File: config.mk
export PLATFORM = sky130hd
export DESIGN_NAME = uart_tx_wb_flat
export DESIGN_NICKNAME = d
export VERILOG_FILES = /design/src/rtl/uart_tx_wb_if.sv /design/src/rtl/uart_tx_wb.sv /design/src/flat_wrapper.sv
export SDC_FILE = /design/constraint.sdc
export NUM_CORES = 1
export LEC_CHECK = 0
export CAP_MARGIN = 20
export CORE_ASPECT_RATIO = 1.1
export CORE_MARGIN = 5
export CORE_UTILIZATION = 54
export DETAILED_ROUTE_END_ITERATION = 7
export HOLD_SLACK_MARGIN = 0.03
export PLACE_DENSITY = 0.89
export SLEW_MARGIN = 20
export SYNTH_ARGS = -nofsm -noshare
export SYNTH_HDL_FRONTEND = slang
export SYNTH_SLANG_ARGS = --single-unit
File: constraint.sdc
create_clock -name clk_i -period 2.95 [get_ports clk_i]
set_clock_uncertainty 0.15 [all_clocks]
set_input_delay 0.4425 -clock clk_i [delete_from_list [all_inputs] [get_ports clk_i]]
set_output_delay 0.4425 -clock clk_i [all_outputs]
set_load 0.01 [all_outputs]
File: src/rtl/uart_tx_wb_if.sv
// Wishbone slave bus bundle for uart_tx_wb.
// Carries the address, data, strobe and acknowledge signals.
interface uart_tx_wb_if;
  logic [31:0] addr_i;
  logic [31:0] dat_i;
  logic [31:0] dat_o;
  logic        we_i;
  logic [3:0]  sel_i;
  logic        cyc_i;
  logic        stb_i;
  logic        ack_o;

  modport slave (
    input  addr_i, dat_i, we_i,
    input  sel_i, cyc_i, stb_i,
    output dat_o, ack_o
  );

  modport master (
    output addr_i, dat_i, we_i,
    output sel_i, cyc_i, stb_i,
    input  dat_o, ack_o
  );
endinterface

File: src/rtl/uart_tx_wb.sv
// Wishbone UART transmitter: 4-byte buffer, 8N1 frames.
// Define UART_TX_PARITY_EN for 8E1 frames (even parity).
module uart_tx_wb #(
  parameter logic [31:0] ADDR_CTRL   = 32'h3,
  parameter logic [31:0] ADDR_BAUD   = 32'h4,
  parameter logic [31:0] ADDR_STATUS = 32'h5,
  parameter logic [31:0] ADDR_TXBUF  = 32'h7,
  parameter logic [31:0] BAUD_RESET  = 32'h0096FEB5
) (
  input  logic        clk_i,
  input  logic        ext_rst_i,
  uart_tx_wb_if.slave wb,
  output logic        tx_o,
  output logic        busy_o
);

  typedef enum logic [2:0] {
    S_IDLE,
    S_START,
    S_DATA,
`ifdef UART_TX_PARITY_EN
    S_PARITY,
`endif
    S_STOP
  } state_e;

  state_e      state_q, state_d;
  logic [31:0] baud_q, baud_d;
  logic [31:0] txbuf_q, txbuf_d;
  logic [31:0] shift_q, shift_d;
  logic [31:0] acc_q, acc_d;
  logic [31:0] dat_q, dat_d;
  logic [1:0]  len_q, len_d;
  logic [1:0]  idx_q, idx_d;
  logic [2:0]  bit_q, bit_d;
  logic        ready_q, ready_d;
  logic        ack_q, ack_d;

  logic [31:0] rdata;
  logic [31:0] acc_sum;
  logic        wr, rd, idle, start;
  logic        tick, done, tx;
  logic        hit_ctrl, hit_baud;
  logic        hit_status, hit_txbuf;
  logic        unused_cyc;

  assign unused_cyc = wb.cyc_i;

  assign wr = wb.stb_i & wb.we_i;
  assign rd = wb.stb_i & ~wb.we_i;

  assign hit_ctrl   = (wb.addr_i == ADDR_CTRL);
  assign hit_baud   = (wb.addr_i == ADDR_BAUD);
  assign hit_status = (wb.addr_i == ADDR_STATUS);
  assign hit_txbuf  = (wb.addr_i == ADDR_TXBUF);

  assign idle  = (state_q == S_IDLE);
  assign start = wr & hit_ctrl & wb.dat_i[7] & idle;

  // Baud tick is the carry out of the phase add
  assign {tick, acc_sum} =
    {1'b0, acc_q} + {1'b0, baud_q};

`ifdef UART_TX_PARITY_EN
  logic [7:0] cur_byte;
  assign cur_byte = shift_q[{idx_q, 3'b000} +: 8];
`endif

  // Read data mux for the addressed register
  always_comb begin
    rdata = '0;
    unique case (1'b1)
      hit_ctrl:   rdata = {30'b0, len_q};
      hit_baud:   rdata = baud_q;
      hit_status: rdata = {26'b0, ~idle, ready_q, 4'b0};
      hit_txbuf:  rdata = txbuf_q;
      default:    rdata = '0;
    endcase
  end

  // Bus-visible registers, accumulator and shift copy
  always_comb begin
    baud_d  = baud_q;
    txbuf_d = txbuf_q;
    len_d   = len_q;
    ready_d = ready_q;
    shift_d = shift_q;
    ack_d   = wb.stb_i;
    dat_d   = dat_q;
    acc_d   = idle ? '0 : acc_sum;
    if (rd) dat_d = rdata;
    if (wr & hit_baud) baud_d = wb.dat_i;
    for (int n = 0; n < 4; n++) begin
      if (wr & hit_txbuf & wb.sel_i[n])
        txbuf_d[8*n +: 8] = wb.dat_i[8*n +: 8];
    end
    if (wr & hit_ctrl & idle)
      len_d = wb.dat_i[1:0];
    if (start) shift_d = txbuf_q;
    if ((wr & hit_status) | start)
      ready_d = 1'b0;
    if (done) ready_d = 1'b1;
  end

  // Frame sequencer: next state and line level
  always_comb begin
    state_d = state_q;
    bit_d   = bit_q;
    idx_d   = idx_q;
    done    = 1'b0;
    tx      = 1'b1;
    unique case (state_q)
      S_IDLE: begin
        if (start) begin
          state_d = S_START;
          idx_d   = '0;
          bit_d   = '0;
        end
      end
      S_START: begin
        tx = 1'b0;
        if (tick) begin
          state_d = S_DATA;
          bit_d   = '0;
        end
      end
      S_DATA: begin
        tx = shift_q[{idx_q, bit_q}];
        if (tick) begin
          bit_d = bit_q + 3'd1;
          if (bit_q == 3'd7) begin
`ifdef UART_TX_PARITY_EN
            state_d = S_PARITY;
`else
            state_d = S_STOP;
`endif
          end
        end
      end
`ifdef UART_TX_PARITY_EN
      S_PARITY: begin
        tx = ^cur_byte;
        if (tick) state_d = S_STOP;
      end
`endif
      S_STOP: begin
        if (tick) begin
          if (idx_q < len_q) begin
            idx_d   = idx_q + 2'd1;
            state_d = S_START;
          end else begin
            state_d = S_IDLE;
            done    = 1'b1;
          end
        end
      end
      default: state_d = S_IDLE;
    endcase
  end

  // State registers with async active-low reset
  always_ff @(posedge clk_i or negedge ext_rst_i) begin
    if (!ext_rst_i) begin
      state_q <= S_IDLE;
      baud_q  <= BAUD_RESET;
      txbuf_q <= '0;
      shift_q <= '0;
      acc_q   <= '0;
      dat_q   <= '0;
      len_q   <= '0;
      idx_q   <= '0;
      bit_q   <= '0;
      ready_q <= 1'b0;
      ack_q   <= 1'b0;
    end else begin
      state_q <= state_d;
      baud_q  <= baud_d;
      txbuf_q <= txbuf_d;
      shift_q <= shift_d;
      acc_q   <= acc_d;
      dat_q   <= dat_d;
      len_q   <= len_d;
      idx_q   <= idx_d;
      bit_q   <= bit_d;
      ready_q <= ready_d;
      ack_q   <= ack_d;
    end
  end

  assign wb.ack_o = ack_q;
  assign wb.dat_o = dat_q;
  assign tx_o     = tx;
  assign busy_o   = ~idle;

endmodule

File: src/flat_wrapper.sv
// flat-port wrapper written by rule: the top's interface ports become plain ports
module uart_tx_wb_flat 
#(
  parameter logic [31:0] ADDR_CTRL   = 32'h3,
  parameter logic [31:0] ADDR_BAUD   = 32'h4,
  parameter logic [31:0] ADDR_STATUS = 32'h5,
  parameter logic [31:0] ADDR_TXBUF  = 32'h7,
  parameter logic [31:0] BAUD_RESET  = 32'h0096FEB5
)
  (clk_i, ext_rst_i, tx_o, busy_o, wb_addr_i, wb_dat_i, wb_we_i, wb_sel_i, wb_cyc_i, wb_stb_i, wb_dat_o, wb_ack_o);
  uart_tx_wb_if wb_i ();
  input  logic clk_i;
  input  logic ext_rst_i;
  output logic tx_o;
  output logic busy_o;
  input wire logic [$bits(wb_i.addr_i)-1:0] wb_addr_i;
  input wire logic [$bits(wb_i.dat_i)-1:0] wb_dat_i;
  input wire logic [$bits(wb_i.we_i)-1:0] wb_we_i;
  input wire logic [$bits(wb_i.sel_i)-1:0] wb_sel_i;
  input wire logic [$bits(wb_i.cyc_i)-1:0] wb_cyc_i;
  input wire logic [$bits(wb_i.stb_i)-1:0] wb_stb_i;
  output wire logic [$bits(wb_i.dat_o)-1:0] wb_dat_o;
  output wire logic [$bits(wb_i.ack_o)-1:0] wb_ack_o;
  assign wb_i.addr_i = wb_addr_i;
  assign wb_i.dat_i = wb_dat_i;
  assign wb_i.we_i = wb_we_i;
  assign wb_i.sel_i = wb_sel_i;
  assign wb_i.cyc_i = wb_cyc_i;
  assign wb_i.stb_i = wb_stb_i;
  assign wb_dat_o = wb_i.dat_o;
  assign wb_ack_o = wb_i.ack_o;
  uart_tx_wb #(.ADDR_CTRL(ADDR_CTRL), .ADDR_BAUD(ADDR_BAUD), .ADDR_STATUS(ADDR_STATUS), .ADDR_TXBUF(ADDR_TXBUF), .BAUD_RESET(BAUD_RESET)) u_core (.clk_i(clk_i), .ext_rst_i(ext_rst_i), .wb(wb_i), .tx_o(tx_o), .busy_o(busy_o));
endmodule
# Yosys cells after proc, flatten, opt, wreduce, memory -nomap -nowiden

Cells that the tools add are included.

Bits of input ports: 73
Bits in writable memories: 0
Bits in latches: 0
Output and inout bits: 35
Memories: 0
Bits in read-only memories: 0
Logic and storage cells: 81
Bits in registers: 172

Reduce and logical (&&, ||, !) cells: 7
$lt $le $gt $ge: 2
Eq/ne operators: 14
Bitwise logic cells: 16
Shift-type cells: 0
Divide/modulo/power cells: 0
Add/sub/neg operators: 3
Muxes and demuxes: 25
Multiply operators: 0

Operators with widths:

| cell                                                                    | count |
|---|---|
| 32-bit case mux with 4 select lines                                     | 1 |
| 32-bit by 3-bit equality test with 1-bit output, second input constant  | 3 |
| 32-bit by 32-bit adder with 33-bit output                               | 1 |
| 32-bit by 2-bit equality test with 1-bit output, second input constant  | 1 |
| 32-bit two-way mux                                                      | 1 |
| 3-bit two-way mux                                                       | 8 |
| 1-bit AND                                                               | 13 |
| 3-bit case mux with 4 select lines                                      | 1 |
| 2-bit by 1-bit inequality test with 1-bit output, second input constant | 5 |
| 3-bit case mux with 3 select lines                                      | 1 |
| 4-bit AND reduction                                                     | 2 |
| 1-bit two-way mux                                                       | 7 |
| 3-bit by 2-bit equality test with 1-bit output, second input constant   | 2 |
| 5-bit by 6-bit < comparator with 1-bit output, second input constant    | 1 |
| 2-bit two-way mux                                                       | 3 |
| 1-bit binary-select mux with 5-bit select                               | 1 |
| 5-bit AND reduction                                                     | 1 |
| 2-bit case mux with 2 select lines                                      | 1 |
| 2-bit nonzero test                                                      | 2 |
| 3-bit by 1-bit adder with 3-bit output, second input constant           | 1 |
| 3-bit by 1-bit equality test with 1-bit output, second input constant   | 1 |
| 3-bit equality test, second input constant                              | 1 |
| 3-bit logical NOT                                                       | 1 |
| 3-bit nonzero test                                                      | 1 |
| other kinds (6)                                                         | 7 |

# Longest topological paths before layout

Word-level depth: 7
Mapped depth: 10
Mapped depth without buffers: 9

# Worst setup path after synthesis

OpenSTA, ideal clock, no wires.

Path kind: register -> register
From: register u_core.acc_q[0]
To: register u_core.acc_q[24]
Arrival: 2413 ps
Setup time: 125 ps
Buffers on the path: 0
Setup slack: 262 ps
Cell stages (with the launch flop): 10
Path through: dfrtp_1 > ha_1 > fa_1 > a21o_1 > a221oi_2 > o311ai_1 > a31o_2 > a31oi_4 > o21ai_1 > mux2_2

Longest elaborated chain between the ends: 2

RTL lines:

| element                                   | line              | text |
|---|---|---|
| start, declared                           | uart_tx_wb.sv:31  | `logic [31:0] acc_q, acc_d;` |
| start signal, assigned                    | uart_tx_wb.sv:168 | `acc_q <= '0;` |
| start signal, assigned                    | uart_tx_wb.sv:180 | `acc_q <= acc_d;` |
| 32-bit by 32-bit adder with 33-bit output | uart_tx_wb.sv:62  | `{1'b0, acc_q} + {1'b0, baud_q};` |
| 32-bit two-way mux                        | uart_tx_wb.sv:90  | `acc_d = idle ? '0 : acc_sum;` |
| named net u_core.acc_d[24]                | uart_tx_wb.sv:31  |  |

The timed path passes the listed nets, and every way through them passes these cells.
A chain may end at the register's enable or synchronous reset.

# Final worst setup path

From: register u_core.bit_q[0]
To: output tx_o

Longest elaborated chain between the ends: 3

RTL lines:

| element                                   | line               | text |
|---|---|---|
| start, declared                           | uart_tx_wb.sv:35   | `logic [2:0] bit_q, bit_d;` |
| start signal, assigned                    | uart_tx_wb.sv:184  | `bit_q <= bit_d;` |
| 1-bit binary-select mux with 5-bit select | uart_tx_wb.sv:128  | `tx = shift_q[{idx_q, bit_q}];` |
| 1-bit two-way mux (not written as such)   | uart_tx_wb.sv:128  |  |
| 1-bit case mux with 2 select lines        | uart_tx_wb.sv:112  | `unique case (state_q)` |
| end, declared                             | flat_wrapper.sv:14 | `output logic tx_o;` |

No other way between the ends. The select of a mux whose other input is x is not followed.

==> flow_metrics.env <==
export IMPL_status="complete, but fails checks"
export IMPL_violations="negative setup slack"
export IMPL_tightest_slew_ns=0.790
export IMPL_first_global_vias=7479
export IMPL_required_ns=2.36
export IMPL_insertion_delay_ns=0.44
export IMPL_drc_errors=0
export IMPL_cts_sinks=171
export IMPL_synth_edf_count=0
export IMPL_timing_fmax_mhz=324
export IMPL_ys_warn_count=0
export IMPL_maxCapViolations=0
export IMPL_finalHoldViolCount=0
export IMPL_synthCells=786
export IMPL_rows=49
export IMPL_clk_path_buf_depth=2
export IMPL_nNetsFinal=1034
export IMPL_ios=108
export IMPL_ctsHtreeMaxLevel=4
export IMPL_startpoint="u_core.bit_q[0]"
export IMPL_hold_path_depth=2
export IMPL_die_y_um=144
export IMPL_setup_ws_ns=-0.137
export IMPL_timing_rr_start="u_core.baud_q[0]"
export IMPL_antenna_found_initial=0
export IMPL_clk_pin_slew_ns=0.06
export IMPL_drive_gt1_share_pct=23.3
export IMPL_cp_end_kind="output port"
export IMPL_layout_commonest_cell="dfrtp_1"
export IMPL_grt_use_total_pct=25.8
export IMPL_setup_viol=1
export IMPL_syn_area_per_cell_um2=11.3
export IMPL_utilization_pct=68.2
export IMPL_peakVddDrop_mv=0.423
export IMPL_worst_r2r_setup_slack_ns=0.11
export IMPL_grt_pass1_wl_mm=39.0
export IMPL_grt_overflow=0
export IMPL_initial_utilization_pct=54.5
export IMPL_netlist_top_cells_area="dfrtp_1, mux2_2, ha_1"
export IMPL_gp_congestion=0.936
export IMPL_synth_top_area_share_pct=43.8
export IMPL_coreArea_um2=16200
export IMPL_r2r_end="u_core.acc_q[24]"
export IMPL_antenna_left=0
export IMPL_multi_input_area_um2=4410
export IMPL_grt_max_degree=83
export IMPL_p_leak_uw=0.00522
export IMPL_syn_nets=899
export IMPL_grt_setup_unrepaired="true"
export IMPL_period_share_pct=105
export IMPL_seqCellArea_um2=4300
export IMPL_min_to="u_core.wb.dat_o[20]"
export IMPL_vias=7191
export IMPL_hp_start="u_core.wb.dat_o[20]"
export IMPL_ys_flop_type="dfrtp_1"
export IMPL_final_cell_mix="dfrtp_1, clkdlybuf4s50_1, mux2_2"
export IMPL_port_buffers=106
export IMPL_worst_r2r_path_depth=9
export IMPL_vias_per_cell=6.32
export IMPL_ys_seq_area_share_pct=48.5
export IMPL_synth_top_cell_by_area="dfrtp_1"
export IMPL_clockRootBuffer="clkbuf_16"
export IMPL_dr_first_iter_drc_count=695
export IMPL_path_class="register to output port"
export IMPL_cts_tree="yes"
export IMPL_max_slew_margin_pct=47.3
export IMPL_ys_ff_latch=171
export IMPL_fin_cells=1138
export IMPL_setup_tns_ns=-0.137
export IMPL_cts_buffers=17
export IMPL_powerDensity_nw_per_um2=430
export IMPL_ys_types=66
export IMPL_wl_per_cell_um=21.9
export IMPL_n_antenna_cell=0
export IMPL_final_max_slew_viol_count=0
export IMPL_dieArea_um2=19100
export IMPL_arrival_ns=2.49
export IMPL_async_flop_share_pct=100
export IMPL_hold_class="register to register"
export IMPL_cp_start_kind="register"
export IMPL_die_w_um=132
export IMPL_drt_pass1_iter_count=5
export IMPL_place_inst=1101
export IMPL_nFillCells=1040
export IMPL_drt_wl_total_mm=24.9
export IMPL_path_max_fanout=4
export IMPL_place_hpwl_mm=16.7
export IMPL_area_delta_synth_final_pct=25.1
export IMPL_syn_cell_area_um2=8860
export IMPL_min_period_ns=3.09
export IMPL_whs_ns=0.328
sequential cells by signal, summed over array words and instances (netlist names):
register,flops
u_core.len_q,2
u_core.shift_q,32
u_core.acc_q,32
u_core.txbuf_q,32
u_core.idx_q,2
u_core.bit_q,3
u_core.wb.ack_o,1
u_core.state_q,2
u_core.ready_q,1
u_core.wb.dat_o,32
u_core.baud_q,32
metal layers:
layer	up-vias	routed length [µm]	track usage, %
met1	3582	9720	31.7
met3	92	1830	5.98
met4	0	902	11.0
met2	378	12400	44.0
li1	3139	-	-
met5	-	0	0
final cells by class:
class	count	area share, %
Timing Repair Buffer	152	13.3
Sequential cell	171	38.8
Clock buffer	22	4.19
Tap cell	204	2.30
Inverter	17	0.576
Multi-Input combinational cell	562	39.7
Clock inverter	10	1.06
synth_stat cells (all sizes together), types with 4 or more instances:
master / n
dfrtp: 155
mux2: 99
nand2: 69
nor2: 63
o21ai: 45
ha: 39
a21oi: 33
a22oi: 28
clkbuf: 26
nand3: 18
inv: 17
dfstp: 16
nor3: 15
xor2: 12
a21o: 11
mux2i: 11
nor4: 11
o211ai: 11
xnor2: 11
buf: 10
mux4: 10
nand4: 9
and3: 5
a31oi: 4
and2: 4
o21bai: 4
o31ai: 4
where the power goes:
part	total, µW	leakage [µW]	switching [µW]	internal, µW
combinational	191	0.00265	92.0	98.6
sequential	2350	0.00230	0.162	2350
clock	2230	0.000273	942	1290
total	4770	0.00522	1030	3740
critical path: stages (launching register included):
cell	delay, ns
dfrtp_1	0.40
buf_6	0.16
mux4_2	0.52
mux4_2	0.54
mux2i_1	0.15
mux2i_1	0.11
buf_2	0.16
worst max-delay path by stage:
| stage | endpoint | slack (ns) |
|---|---|---|
| 2_1_floorplan | u_core.acc_q[24] | 0.26 |
| 3_3_place_gp | u_core.txbuf_q[2] | 0.02 |
| 3_5_place_dp | u_core.txbuf_q[2] | -0.07 |
| 4_1_cts | tx_o | -0.12 |
| 5_1_grt | tx_o | -0.21 |
| 6_report | tx_o | -0.14 |
through the flow:
| stage | setup WS [ns] | cell area [µm²] | total power, µW |
|---|---|---|---|
| detailed placement | -0.0740 | 10400 | 2580 |
| global placement | 0.0193 | 10400 | 2580 |
| global route | -0.209 | 11100 | 4880 |
| CTS | -0.122 | 11000 | 4780 |
| finish | -0.137 | 11100 | 4770 |
| floorplan | 0.262 | 8860 | 2410 |
repair_timing:
action,in CTS,in global routing
hold buffers,1,0
pin swaps,0,6
setup endpoints to repair,6,14
gates cloned,0,0
resized for setup,8,9
hold endpoints to repair,75,0
setup buffers,0,4
cell families after synthesis:
group / Yosys count / share of synthesized area [%]
flip-flops: 171 / 48.5
adder cells (fa/ha/maj): 40 / 5.73
AND/OR/NAND/NOR: 210 / 11.2
buffers and inverters: 53 / 2.50
XOR/XNOR: 23 / 2.27
multiplexers: 120 / 17.2
AO/OA/AOI/OAI: 169 / 12.6
No activity file was read; power rests on OpenSTA's default activity.
